File: config.mk
export PLATFORM = sky130hd
export DESIGN_NAME = axi_lite_mem_arbiter
export DESIGN_NICKNAME = d
export VERILOG_FILES = /design/src/rtl/axi_lite_mem_arbiter.sv
export SDC_FILE = /design/constraint.sdc
export NUM_CORES = 1
export LEC_CHECK = 0
export ABC_CLOCK_PERIOD_IN_PS = 1550
export BUFFER_PORTS_ARGS = -buffer_cell sky130_fd_sc_hd__clkbuf_2
export CORE_AREA = 2 2 149 151
export CTS_BUF_LIST = sky130_fd_sc_hd__clkbuf_8
export CTS_CLUSTER_SIZE = 10
export DETAILED_ROUTE_END_ITERATION = 8
export DIE_AREA = 0 0 151 153
export SYNTH_ARGS = -nofsm -noshare
export SYNTH_HDL_FRONTEND = slang
export SYNTH_SLANG_ARGS = --single-unit
File: constraint.sdc
create_clock -name clk -period 1.55 [get_ports clk]
set_clock_uncertainty 0.05 [all_clocks]
set_input_delay 0.0775 -clock clk [delete_from_list [all_inputs] [get_ports clk]]
set_output_delay 0.0775 -clock clk [all_outputs]
set_load 0.005 [all_outputs]
File: src/rtl/axi_lite_mem_arbiter.sv
// Arbitrates the inst-fetch and data SRAM-like ports onto one AXI-Lite master,
// with a single transaction outstanding and MMU translation captured at grant.
module axi_lite_mem_arbiter #(
    parameter int DATA_PRIO = 1
) (
    input  logic        clk,
    input  logic        reset,
    input  logic        i_req,
    input  logic [31:0] i_addr,
    output logic        i_addr_ok,
    output logic        i_data_ok,
    output logic [31:0] i_rdata,
    input  logic        d_req,
    input  logic        d_wr,
    input  logic [31:0] d_addr,
    input  logic [31:0] d_wdata,
    input  logic [3:0]  d_wstrb,
    output logic        d_addr_ok,
    output logic        d_data_ok,
    output logic [31:0] d_rdata,
    output logic        bus_err,
    output logic [31:0] mmu_vaddr,
    input  logic [31:0] mmu_paddr,
    output logic [31:0] araddr,
    output logic        arvalid,
    input  logic        arready,
    input  logic [31:0] rdata,
    input  logic [1:0]  rresp,
    input  logic        rvalid,
    output logic        rready,
    output logic [31:0] awaddr,
    output logic        awvalid,
    input  logic        awready,
    output logic [31:0] wdata,
    output logic [3:0]  wstrb,
    output logic        wvalid,
    input  logic        wready,
    input  logic [1:0]  bresp,
    input  logic        bvalid,
    output logic        bready
);

    typedef enum logic [2:0] {
        IDLE,
        RD_ADDR,
        RD_DATA,
        WR_REQ,
        WR_RESP
    } state_t;

    state_t      state, state_nx;
    logic [31:0] paddr_q;
    logic [31:0] wdata_q;
    logic [3:0]  wstrb_q;
    logic        owner_q;     // 1: data port owns the transaction
    logic        last_grant;  // 1: data port won the last conflict
    logic        aw_done;
    logic        w_done;
    logic        grant_i;
    logic        grant_d;

    always_comb begin
        grant_i = 1'b0;
        grant_d = 1'b0;
        if (state == IDLE) begin
            if (i_req && d_req) begin
                if (DATA_PRIO != 0 || !last_grant) grant_d = 1'b1;
                else                              grant_i = 1'b1;
            end else if (d_req) begin
                grant_d = 1'b1;
            end else if (i_req) begin
                grant_i = 1'b1;
            end
        end
    end

    always_comb begin
        state_nx = state;
        case (state)
            IDLE: begin
                if (grant_d)      state_nx = d_wr ? WR_REQ : RD_ADDR;
                else if (grant_i) state_nx = RD_ADDR;
            end
            RD_ADDR: if (arready) state_nx = RD_DATA;
            RD_DATA: if (rvalid)  state_nx = IDLE;
            // AW and W complete independently; leave once both have been accepted
            WR_REQ:  if ((aw_done || awready) && (w_done || wready)) state_nx = WR_RESP;
            WR_RESP: if (bvalid)  state_nx = IDLE;
            default: state_nx = IDLE;
        endcase
    end

    always_comb begin
        i_addr_ok = grant_i;
        d_addr_ok = grant_d;
        mmu_vaddr = grant_d ? d_addr : i_addr;
        araddr    = paddr_q;
        awaddr    = paddr_q;
        wdata     = wdata_q;
        wstrb     = wstrb_q;
        arvalid   = (state == RD_ADDR);
        rready    = (state == RD_DATA);
        awvalid   = (state == WR_REQ) && !aw_done;
        wvalid    = (state == WR_REQ) && !w_done;
        bready    = (state == WR_RESP);
    end

    always_ff @(posedge clk) begin
        if (reset) begin
            state      <= IDLE;
            paddr_q    <= '0;
            wdata_q    <= '0;
            wstrb_q    <= '0;
            owner_q    <= 1'b0;
            last_grant <= 1'b0;
            aw_done    <= 1'b0;
            w_done     <= 1'b0;
            i_data_ok  <= 1'b0;
            d_data_ok  <= 1'b0;
            bus_err    <= 1'b0;
            i_rdata    <= '0;
            d_rdata    <= '0;
        end else begin
            state     <= state_nx;
            i_data_ok <= 1'b0;
            d_data_ok <= 1'b0;
            bus_err   <= 1'b0;

            if (grant_i || grant_d) begin
                paddr_q <= mmu_paddr;
                wdata_q <= d_wdata;
                wstrb_q <= d_wstrb;
                owner_q <= grant_d;
                aw_done <= 1'b0;
                w_done  <= 1'b0;
            end
            if (state == IDLE && i_req && d_req) last_grant <= grant_d;

            if (state == WR_REQ) begin
                if (awready) aw_done <= 1'b1;
                if (wready)  w_done  <= 1'b1;
            end

            if (state == RD_DATA && rvalid) begin
                if (owner_q) begin
                    d_rdata   <= rdata;
                    d_data_ok <= 1'b1;
                end else begin
                    i_rdata   <= rdata;
                    i_data_ok <= 1'b1;
                end
                bus_err <= (rresp != 2'b00);
            end

            if (state == WR_RESP && bvalid) begin
                d_data_ok <= 1'b1;
                bus_err   <= (bresp != 2'b00);
            end
        end
    end

endmodule

==> impl_metrics.tcl, run 1 <==
set metrics [dict create \
    max_clock_freq_mhz 519.0 \
    worst_skew_pair.late_latency_ps 430 \
    largest_net_degree_at_the_start_of_global_routing 52 \
    cp_data_required_time_ps 1420 \
    critical_path.reg2reg.endpoint "i_rdata[31]$_SDFFE_PP0P_" \
    ys_seq_elements 141 \
    die_y_microns 153 \
    synth_compound_area_frac 0.1280 \
    initial_utilization 0.2925 \
    synth_enable_flop_cells 0 \
    cts_made_buffers 17 \
    synth_commonest_cells "dfxtp_1 (141), nand2b_1 (96), a21oi_1 (74)" \
    cts_root_buffer "clkbuf_8" \
    r2r_start "state[0]$_SDFFE_PP0P_" \
    utilization 0.4955 \
    wl_mm 24.10 \
    synth_top_family_by_area "simple AND/OR/NAND/NOR gates" \
    h-tree-depth 4 \
    cts_clk_pin_slew_worst_paths_ps 80 \
    ys_warn_count 0 \
    die_area_sq_mm 0.02310 \
    grt-ovfl-total 0 \
    ff2ff_setup_slack_ps -150 \
    grt_usage 0.1907 \
    number_of_buffers_inserted_by_port_buffering 383 \
    timing.critical_path.arrival_ps 1800 \
    period_share 1.243 \
    synth-adder-area-share 0 \
    wl_per_cell_microns 16.62 \
    worstMarginPinSlew_ps 511.9 \
    maxSlewViolCount 0 \
    drt_pre_antenna_iters 4 \
    cts.path.max_buffers 2 \
    initialDrtViolationCount 327 \
    die_w_microns 151 \
    ir_worst_vdd_mv 0.5456 \
    report.power.total_mw 11.85 \
    synth.yosys.seq_area_share 0.4492 \
    numClockSinks 141 \
    ys_types 39 \
    synth-async-reset-ratio 0 \
    via_count 6740 \
    route.antenna.remaining_nets 0 \
    antenna_found_initial 3 \
    layout.nets 1333 \
    area.sequential_sq_mm 0.002825 \
    synth_xor_xnor_area_share 0 \
    final_period_minus_worst_setup_slack_ps 1927 \
    hold_path_end "i_data_ok$_SDFF_PP0_" \
    hold_path_depth 2 \
    drive_above_1_share 0.4743 \
    worst-r2r-cell-count 8 \
    synth.area.mux_share 0.1593 \
    synth_simple_gate_area_share 0.1788 \
    via_count_of_the_first_global_routing_pass 6330 \
    yosysTopAreaCellShare 0.4492 \
    cellPowerDensity_mw_per_mm2 1113 \
    crit_path_end_kind "primary output" \
    final-hold-violation-count 0 \
    area_of_the_multi_input_gates_sq_mm 0.003142 \
    flow.area_growth_from_synthesis_pct 69.41 \
    synthDominantAreaCellType "dfxtp_1" \
    timing.final.ws_setup_ps -376.8 \
    coreArea_sq_mm 0.02149 \
    routed_via_density 4.648 \
    crit_type "register to primary output" \
    main_flop_type_after_synthesis "dfxtp_1" \
    min-delay-start "reset" \
    hold_path.class "input pin to register" \
    detailed_place_hpwl_mm 15.84 \
    setup-violations-final 137 \
    hold_slack_ps 40.51 \
    outcome "complete, but fails checks" \
    drc_errors 0 \
    synthMostInstantiatedCell "dfxtp_1" \
    mappedNetlistArea_sq_mm 0.006284 \
    final_instance_area_sq_mm 0.01065 \
    synth.area.top_cells "dfxtp_1 (45%), mux2i_1 (10%), nand2b_1 (9.6%)" \
    synth.avg_cell_area_sq_um 9.186 \
    timing.max_cap.violations 0 \
    row_count 54 \
    io_pins 384 \
    tritoncts "done" \
    relSlewSlack 0.6588 \
    globalplace.congestion 0.8623 \
    critical_path_peak_fanout 33 \
    rsz0062_at_grt "yes" \
    cp-start-kind "register" \
    failed_checks "negative setup slack" \
    power.leakage_nw 5.012 \
    cell_area_reported_after_detailed_placement_sq_mm 0.008429 \
    synthesized_net_count 862 \
    synthCells 684 \
    wire_length_of_the_first_global_routing_pass_mm 34.75 \
    nFillCells 2065 \
]
routing by layer:
layer | vias to the layer above | global-route usage | part of all wire
li1 | 3289 | - | -
met1 | 3190 | 0.2582 | 0.45
met2 | 222 | 0.2955 | 0.47
met3 | 35 | 0.04746 | 0.061
met4 | 4 | 0.06498 | 0.021
met5 | - | 0 | 0.0010
cell families (layout without fill, tap and decap cells):
family	Yosys count	count (layout)
AND/OR/NAND/NOR	193	193
AO/OA/AOI/OAI	154	154
flip-flops	141	141
buffers and inverters	100	584
multiplexers	96	96
other	0	2
power by group:
part,leakage (nW),internal (mW),switching [mW]
combinational,3.64,2.25,1.95
sequential,1.15,4.00,0.270
clock,0.217,1.79,1.59
total,5.01,8.03,3.81
flip-flops by register name (all words and copies together) (netlist names):
| name | count |
|---|---|
| wstrb | 4 |
| w_done | 1 |
| d_rdata | 32 |
| bus_err | 1 |
| i_data_ok | 1 |
| owner_q | 1 |
| state | 3 |
| d_data_ok | 1 |
| i_rdata | 32 |
| araddr | 32 |
| wdata | 32 |
| aw_done | 1 |
per-stage QoR:
step / TNS (ps) / setup WS, ps / std cells
floorplan: 0 / 7.831 / 684
global placement: 0 / 19.39 / 1282
detailed placement: 0 / 5.146 / 1282
CTS: -16460 / -382.6 / 1435
global route: -29510 / -476.6 / 1449
finish: -20250 / -376.8 / 1450
cells in the final DEF (no fill, tap or decap), drive strengths merged, types with 2 or more instances in the layout:
cell type,n
o21ai,70
nor2b,2
mux2,32
nand2b,96
diode,2
dlygate4sd3,107
nor2,7
nand3,68
clkinvlp,3
bufinv,4
clkinv,3
clkbuf,403
mux2i,64
nor3,3
a21oi,74
buf,55
dfxtp,141
inv,9
nor3b,2
nand2,5
a221oi,2
worst max-delay path, cell delays in order, from the launching register on:
cell and delay (ps):
dfxtp_2 340, buf_6 120, nor3_4 190, nand2_2 90, buf_12 170, mux2_2 320, clkbuf_2 130
repair_timing:
action	4_1_cts	5_1_grt
pin swaps	8	9
hold buffers	107	0
endpoints found under the setup margin	49	162
gates cloned	1	12
endpoints found under the hold margin	139	0
resized for setup	29	96
setup buffers	13	4
worst max-delay path by stage:
stage	startpoint	cells after the start	slack [ps]	endpoint
finish	state[2]$_SDFFE_PP0P_	6	-380	mmu_vaddr[23]
global placement	state[0]$_SDFFE_PP0P_	5	20	i_rdata[6]$_SDFFE_PP0P_
CTS	state[0]$_SDFFE_PP0P_	6	-380	mmu_vaddr[23]
global route	state[2]$_SDFFE_PP0P_	6	-480	mmu_vaddr[23]
floorplan	state[2]$_SDFFE_PP0P_	6	8	i_rdata[10]$_SDFFE_PP0P_
detailed placement	state[2]$_SDFFE_PP0P_	5	5	i_rdata[9]$_SDFFE_PP0P_
final cells by class:
type / count / area share
Timing Repair Buffer: 548 / 0.3630
Multi-Input combinational cell: 443 / 0.2951
Sequential cell: 141 / 0.2654
Tap cell: 280 / 0.03291
Clock buffer: 17 / 0.02198
Clock inverter: 15 / 0.01975
Inverter: 4 / 0.001410
Antenna cell: 2 / 0.0004701
Note: power is estimated with default switching activity, not from simulation.
==> run 2: changes to the inputs <==
--- a/config.mk
+++ b/config.mk
@@ -7,11 +7,11 @@
 export LEC_CHECK = 0
 export ABC_CLOCK_PERIOD_IN_PS = 1550
 export BUFFER_PORTS_ARGS = -buffer_cell sky130_fd_sc_hd__clkbuf_2
-export CORE_AREA = 2 2 149 151
+export CORE_AREA = 3 3 150 152
 export CTS_BUF_LIST = sky130_fd_sc_hd__clkbuf_8
 export CTS_CLUSTER_SIZE = 10
 export DETAILED_ROUTE_END_ITERATION = 8
-export DIE_AREA = 0 0 151 153
+export DIE_AREA = 0 0 153 155
 export SYNTH_ARGS = -nofsm -noshare
 export SYNTH_HDL_FRONTEND = slang
 export SYNTH_SLANG_ARGS = --single-unit
==> run 2 against run 1 <==
Sequential share of layout area down 0.74 points. The run still ends with negative setup slack left. Hold slack worse by 11 ps. Utilization up 2.2 points. Critical path type unchanged.
==> impl_metrics.tcl, run 2 (same netlist as run 1, synthesis figures left out) <==
set metrics [dict create \
    cts_clk_pin_slew_worst_paths_ps 80 \
    cts_root_buffer "clkbuf_8" \
    antenna_found_initial 1 \
    io_pins 384 \
    period_share 1.236 \
    maxSlewViolCount 0 \
    wire_length_of_the_first_global_routing_pass_mm 35.14 \
    final-hold-violation-count 0 \
    hold_path_depth 3 \
    via_count_of_the_first_global_routing_pass 6626 \
    hold_slack_ps 29.62 \
    crit_path_end_kind "primary output" \
    worstMarginPinSlew_ps 549.5 \
    max_clock_freq_mhz 522.2 \
    critical_path.max_stage_delay_ps 340 \
    drt_pre_antenna_iters 6 \
    timing.max_cap.violations 0 \
    die_w_microns 153 \
    cp_cell_sequence "buf_6, nor3_4, nand2_2, buf_12, mux2_2, clkbuf_2" \
    mostFrequentLayoutCell "clkbuf_2" \
    crit_type "register to primary output" \
    outcome "complete, but fails checks" \
    r2r_start "state[2]$_SDFFE_PP0P_" \
    timing.final.ws_setup_ps -365.2 \
    h-tree-depth 4 \
    relSlewSlack 0.6337 \
    rsz0062_at_grt "yes" \
    pre_cts_ws_ps 40.23 \
    ff2ff_setup_slack_ps -130 \
    setup-violations-final 97 \
    worst-r2r-cell-count 9 \
    initialDrtViolationCount 340 \
    die_y_microns 155 \
    final_period_minus_worst_setup_slack_ps 1915 \
    largest_net_degree_at_the_start_of_global_routing 71 \
    cellPowerDensity_mw_per_mm2 1126 \
    layout.nets 1329 \
    globalplace.congestion 0.8211 \
    cts.path.max_buffers 2 \
    tritoncts "done" \
    initial_utilization 0.2970 \
    flow.area_growth_from_synthesis_pct 74.35 \
    drive_above_1_share 0.5180 \
    cp-start-kind "register" \
    wl_mm 24.19 \
    ir_worst_vdd_mv 0.5743 \
    fin_tns_setup_ps -17440 \
    power.leakage_nw 5.060 \
    number_of_buffers_inserted_by_port_buffering 383 \
    row_count 53 \
    numClockSinks 141 \
    drc_errors 0 \
    grt_usage 0.1817 \
    grt-ovfl-total 0 \
    timing.critical_path.slowest_stage_cell "dfxtp_2" \
    routed_via_density 4.706 \
    route.antenna.remaining_nets 0 \
    critical_path.reg2reg.endpoint "araddr[16]$_SDFFE_PP0P_" \
    hold_path_end "bus_err$_SDFF_PP0_" \
    via_count 6777 \
    cts_made_buffers 17 \
    detailed_place_hpwl_mm 15.34 \
    worst_skew_pair.late_latency_ps 440 \
    most-common-layout-cells "clkbuf_2 (378), dfxtp_1 (138), dlygate4sd3_1 (109)" \
    min-delay-start "rresp[0]" \
    cp_data_required_time_ps 1420 \
    timing.critical_path.arrival_ps 1790 \
    critical_path_peak_fanout 33 \
    failed_checks "negative setup slack" \
    hold_path.class "input pin to register" \
    die_area_sq_mm 0.02372 \
    wl_per_cell_microns 16.80 \
    coreArea_sq_mm 0.02115 \
    utilization 0.5179 \
]
-- run 2: changes by cell type in the layout (fill, tap and decap cells not counted), moves of 20 or more --
| cell | previous run | this run |
|---|---|---|
| a21oi_2 | 6 | 34 |
| nand3_4 | 0 | 20 |
| nand3_2 | 3 | 23 |
| a21oi_1 | 68 | 40 |
| o21ai_0 | 22 | 53 |
| o21ai_1 | 27 | 6 |
| nand3_1 | 65 | 25 |
-- run 2: worst max path at each step --
stage,end,from,depth (start not counted)
after floorplan,i_rdata[10]$_SDFFE_PP0P_,state[2]$_SDFFE_PP0P_,6
after global placement,araddr[8]$_SDFFE_PP0P_,state[2]$_SDFFE_PP0P_,4
after detailed placement,araddr[31]$_SDFFE_PP0P_,state[2]$_SDFFE_PP0P_,4
after CTS,mmu_vaddr[4],state[2]$_SDFFE_PP0P_,6
after global routing,mmu_vaddr[6],state[2]$_SDFFE_PP0P_,6
final,mmu_vaddr[6],state[2]$_SDFFE_PP0P_,6
-- run 2: stage by stage --
stage          instances  total power, mW  cell area (sq um)
2_1_floorplan        684            5.938               6284
3_3_place_gp        1272            7.268               8386
3_5_place_dp        1272            7.286               8386
4_1_cts             1421            11.24              10080
5_1_grt             1440            12.97              10960
6_report            1440            12.33              10960
-- run 2: layer usage --
metal	wire length [microns]	share of wire	GRT usage
met3	1263	0.052	0.04033
met1	9741	0.40	0.2155
met5	0	0	0
met4	711	0.029	0.06576
met2	12470	0.52	0.3235
-- run 2: cell type report --
cell class                      count  area [sq um]
Fill cell                        1929         10200
Timing Repair Buffer              544          3787
Multi-Input combinational cell    443          3516
Sequential cell                   141          2826
Tap cell                          275         344.1
Clock buffer                       18         247.7
Clock inverter                     14         216.5
Inverter                            4         15.01
Antenna cell                        1         2.502
-- run 2: critical path: cells and delay by family, from the launching register on --
family,cells,cell delay (ps)
mux,1,290
simple gates,2,300
buf+inv,3,410
flops,1,340
-- run 2: power by group --
part	internal (mW)	switching, mW
Clock	1.97	1.52
Sequential	4.00	0.250
Combinational	2.44	2.15
-- run 2: timing repair --
action / 4_1_cts / 5_1_grt
pin swaps: 4 / 46
cloned: 1 / 10
hold buffers: 109 / 0
buffers inserted: 7 / 9
hold endpoints to repair: 138 / 0
setup endpoints to repair: 37 / 133
resized for setup: 17 / 147
==> run 3: changes to the inputs <==
--- a/config.mk
+++ b/config.mk
@@ -7,11 +7,11 @@
 export LEC_CHECK = 0
 export ABC_CLOCK_PERIOD_IN_PS = 1550
 export BUFFER_PORTS_ARGS = -buffer_cell sky130_fd_sc_hd__clkbuf_2
-export CORE_AREA = 3 3 150 152
+export CORE_AREA = 3 3 147 149
 export CTS_BUF_LIST = sky130_fd_sc_hd__clkbuf_8
 export CTS_CLUSTER_SIZE = 10
 export DETAILED_ROUTE_END_ITERATION = 8
-export DIE_AREA = 0 0 153 155
+export DIE_AREA = 0 0 150 152
 export SYNTH_ARGS = -nofsm -noshare
 export SYNTH_HDL_FRONTEND = slang
 export SYNTH_SLANG_ARGS = --single-unit
==> run 3 against run 2 <==
The flow still finishes with violations (negative setup slack). Setup slack worse by 55 ps. Combinational power is 20% lower. Wire length is 1.8% higher. Sequential cell count stayed put. Highest routed layer is now met5. Die area is 3.9% lower. Utilization is 1.2 points lower. Cell area is 6.2% lower. Register-to-register slack worse by 20 ps. Final cell count hardly changed.
==> impl_metrics.tcl, run 3 (same netlist as run 1, synthesis figures left out) <==
set metrics [dict create \
    grt-ovfl-total 0 \
    maxSlewViolCount 0 \
    final_instance_area_sq_mm 0.01027 \
    report.power.total_mw 10.70 \
    routed_via_density 4.621 \
    row_count 52 \
    timing.critical_path.arrival_ps 1840 \
    cp_data_required_time_ps 1420 \
    area_of_the_multi_input_gates_sq_mm 0.003004 \
    most-common-layout-cells "clkbuf_2 (377), dfxtp_1 (138), dlygate4sd3_1 (111)" \
    cell_area_reported_after_detailed_placement_sq_mm 0.008382 \
    cellInternalPower_mw 7.045 \
    cts_clk_pin_slew_worst_paths_ps 90 \
    timing.final.ws_setup_ps -420.5 \
    final-hold-violation-count 0 \
    outcome "complete, but fails checks" \
    cts_made_buffers 17 \
    ir_worst_vdd_mv 0.4640 \
    via_count_of_the_first_global_routing_pass 6457 \
    numClockSinks 141 \
    wire_length_of_the_first_global_routing_pass_mm 35.97 \
    crit_path_end_kind "primary output" \
    timing.critical_path.slowest_stage_cell "dfxtp_2" \
    globalplace.congestion 0.8166 \
    failed_checks "negative setup slack" \
    critical_path_peak_fanout 29 \
    io_pins 384 \
    switching_share 0.3418 \
    initial_utilization 0.3095 \
    drive_above_1_share 0.4447 \
    cellPowerDensity_mw_per_mm2 1042 \
    critical_path.max_stage_delay_ps 350 \
    die_area_sq_mm 0.02280 \
    period_share 1.271 \
    worstMarginPinSlew_ps 536.8 \
    hold_slack_ps 90.16 \
    pwr-share-comb 0.341 \
    detailed_place_hpwl_mm 16.72 \
    mostFrequentLayoutCell "clkbuf_2" \
    cts.path.max_buffers 2 \
    coreArea_sq_mm 0.02030 \
    cts_root_buffer "clkbuf_8" \
    via_count 6650 \
    utilization 0.5060 \
    nFillCells 1893 \
    pre_cts_ws_ps -52.02 \
    h-tree-depth 4 \
    antenna_found_initial 2 \
    place_inst 1274 \
    fin_cells 1439 \
    flow.area_growth_from_synthesis_pct 63.48 \
    rsz0062_at_grt "yes" \
    power.leakage_nw 4.896 \
    die_w_microns 150 \
    setup-violations-final 126 \
    crit_type "register to primary output" \
    wl_mm 24.63 \
    relSlewSlack 0.6421 \
    final_period_minus_worst_setup_slack_ps 1971 \
    pwr-share-clk 0.262 \
    drt_pre_antenna_iters 5 \
    route.antenna.remaining_nets 0 \
    drc_errors 0 \
    psw_mw 3.658 \
    tritoncts "done" \
    cp_cell_sequence "nor3_4, nand2_2, buf_12, mux2_2, clkbuf_2" \
    worst_skew_pair.late_latency_ps 440 \
    cp-start-kind "register" \
    power_frac_seq 0.397 \
    number_of_buffers_inserted_by_port_buffering 383 \
    initialDrtViolationCount 248 \
    die_y_microns 152 \
    fin_tns_setup_ps -20610 \
    layout.nets 1332 \
    timing.max_cap.violations 0 \
    wl_per_cell_microns 17.12 \
    largest_net_degree_at_the_start_of_global_routing 56 \
    hold_path.class "input pin to register" \
    max_clock_freq_mhz 507.5 \
    grt_usage 0.1981 \
    area.sequential_sq_mm 0.002831 \
]
## run 3: final cells by class
class | count | share of cell area
repair buffers | 547 | 0.3619
multi-input cells | 443 | 0.2924
flip-flops and latches | 141 | 0.2756
well taps | 270 | 0.03289
clock buffers | 17 | 0.02278
clock inverters | 15 | 0.01242
inverters | 4 | 0.001462
diodes | 2 | 0.0004872
## run 3: per-layer routing
metal	GRT usage	share of wire
met1	0.2567	0.44
met2	0.3148	0.46
met3	0.07209	0.088
met4	0.04706	0.011
met5	0	0.00053
## run 3: worst paths after layout
check	slack, ps	cells after the start	from	end
worst min-delay path	90	2	reset	bus_err$_SDFF_PP0_
worst max-delay path	-420	5	state[1]$_SDFFE_PP0P_	mmu_vaddr[26]
worst max register to register	-150	5	state[2]$_SDFFE_PP0P_	wdata[14]$_SDFFE_PP0P_
worst min register to register	420	2	i_rdata[29]$_SDFFE_PP0P_	i_rdata[29]$_SDFFE_PP0P_
## run 3: what timing repair did
item,4_1_cts,5_1_grt
setup endpoints to repair,88,149
gates cloned,1,6
pin swaps,3,8
endpoints found under the hold margin,140,0
buffers inserted,7,7
hold buffers,111,0
resized for setup,15,50
## run 3: critical path: cells and delay by family, from the launching register on
| family | cells | cell delay, ps |
|---|---|---|
| mux | 1 | 300 |
| simple gates | 2 | 400 |
| buf+inv | 2 | 340 |
| flops | 1 | 350 |
## run 3: power by group through the flow
stage	clock, mW	sequential (mW)	combinational [mW]
floorplan	0	4.29	1.64
global placement	0	4.31	2.95
detailed placement	0	4.32	2.96
CTS	2.90	4.24	3.41
global route	3.04	4.29	3.97
finish	2.81	4.25	3.65
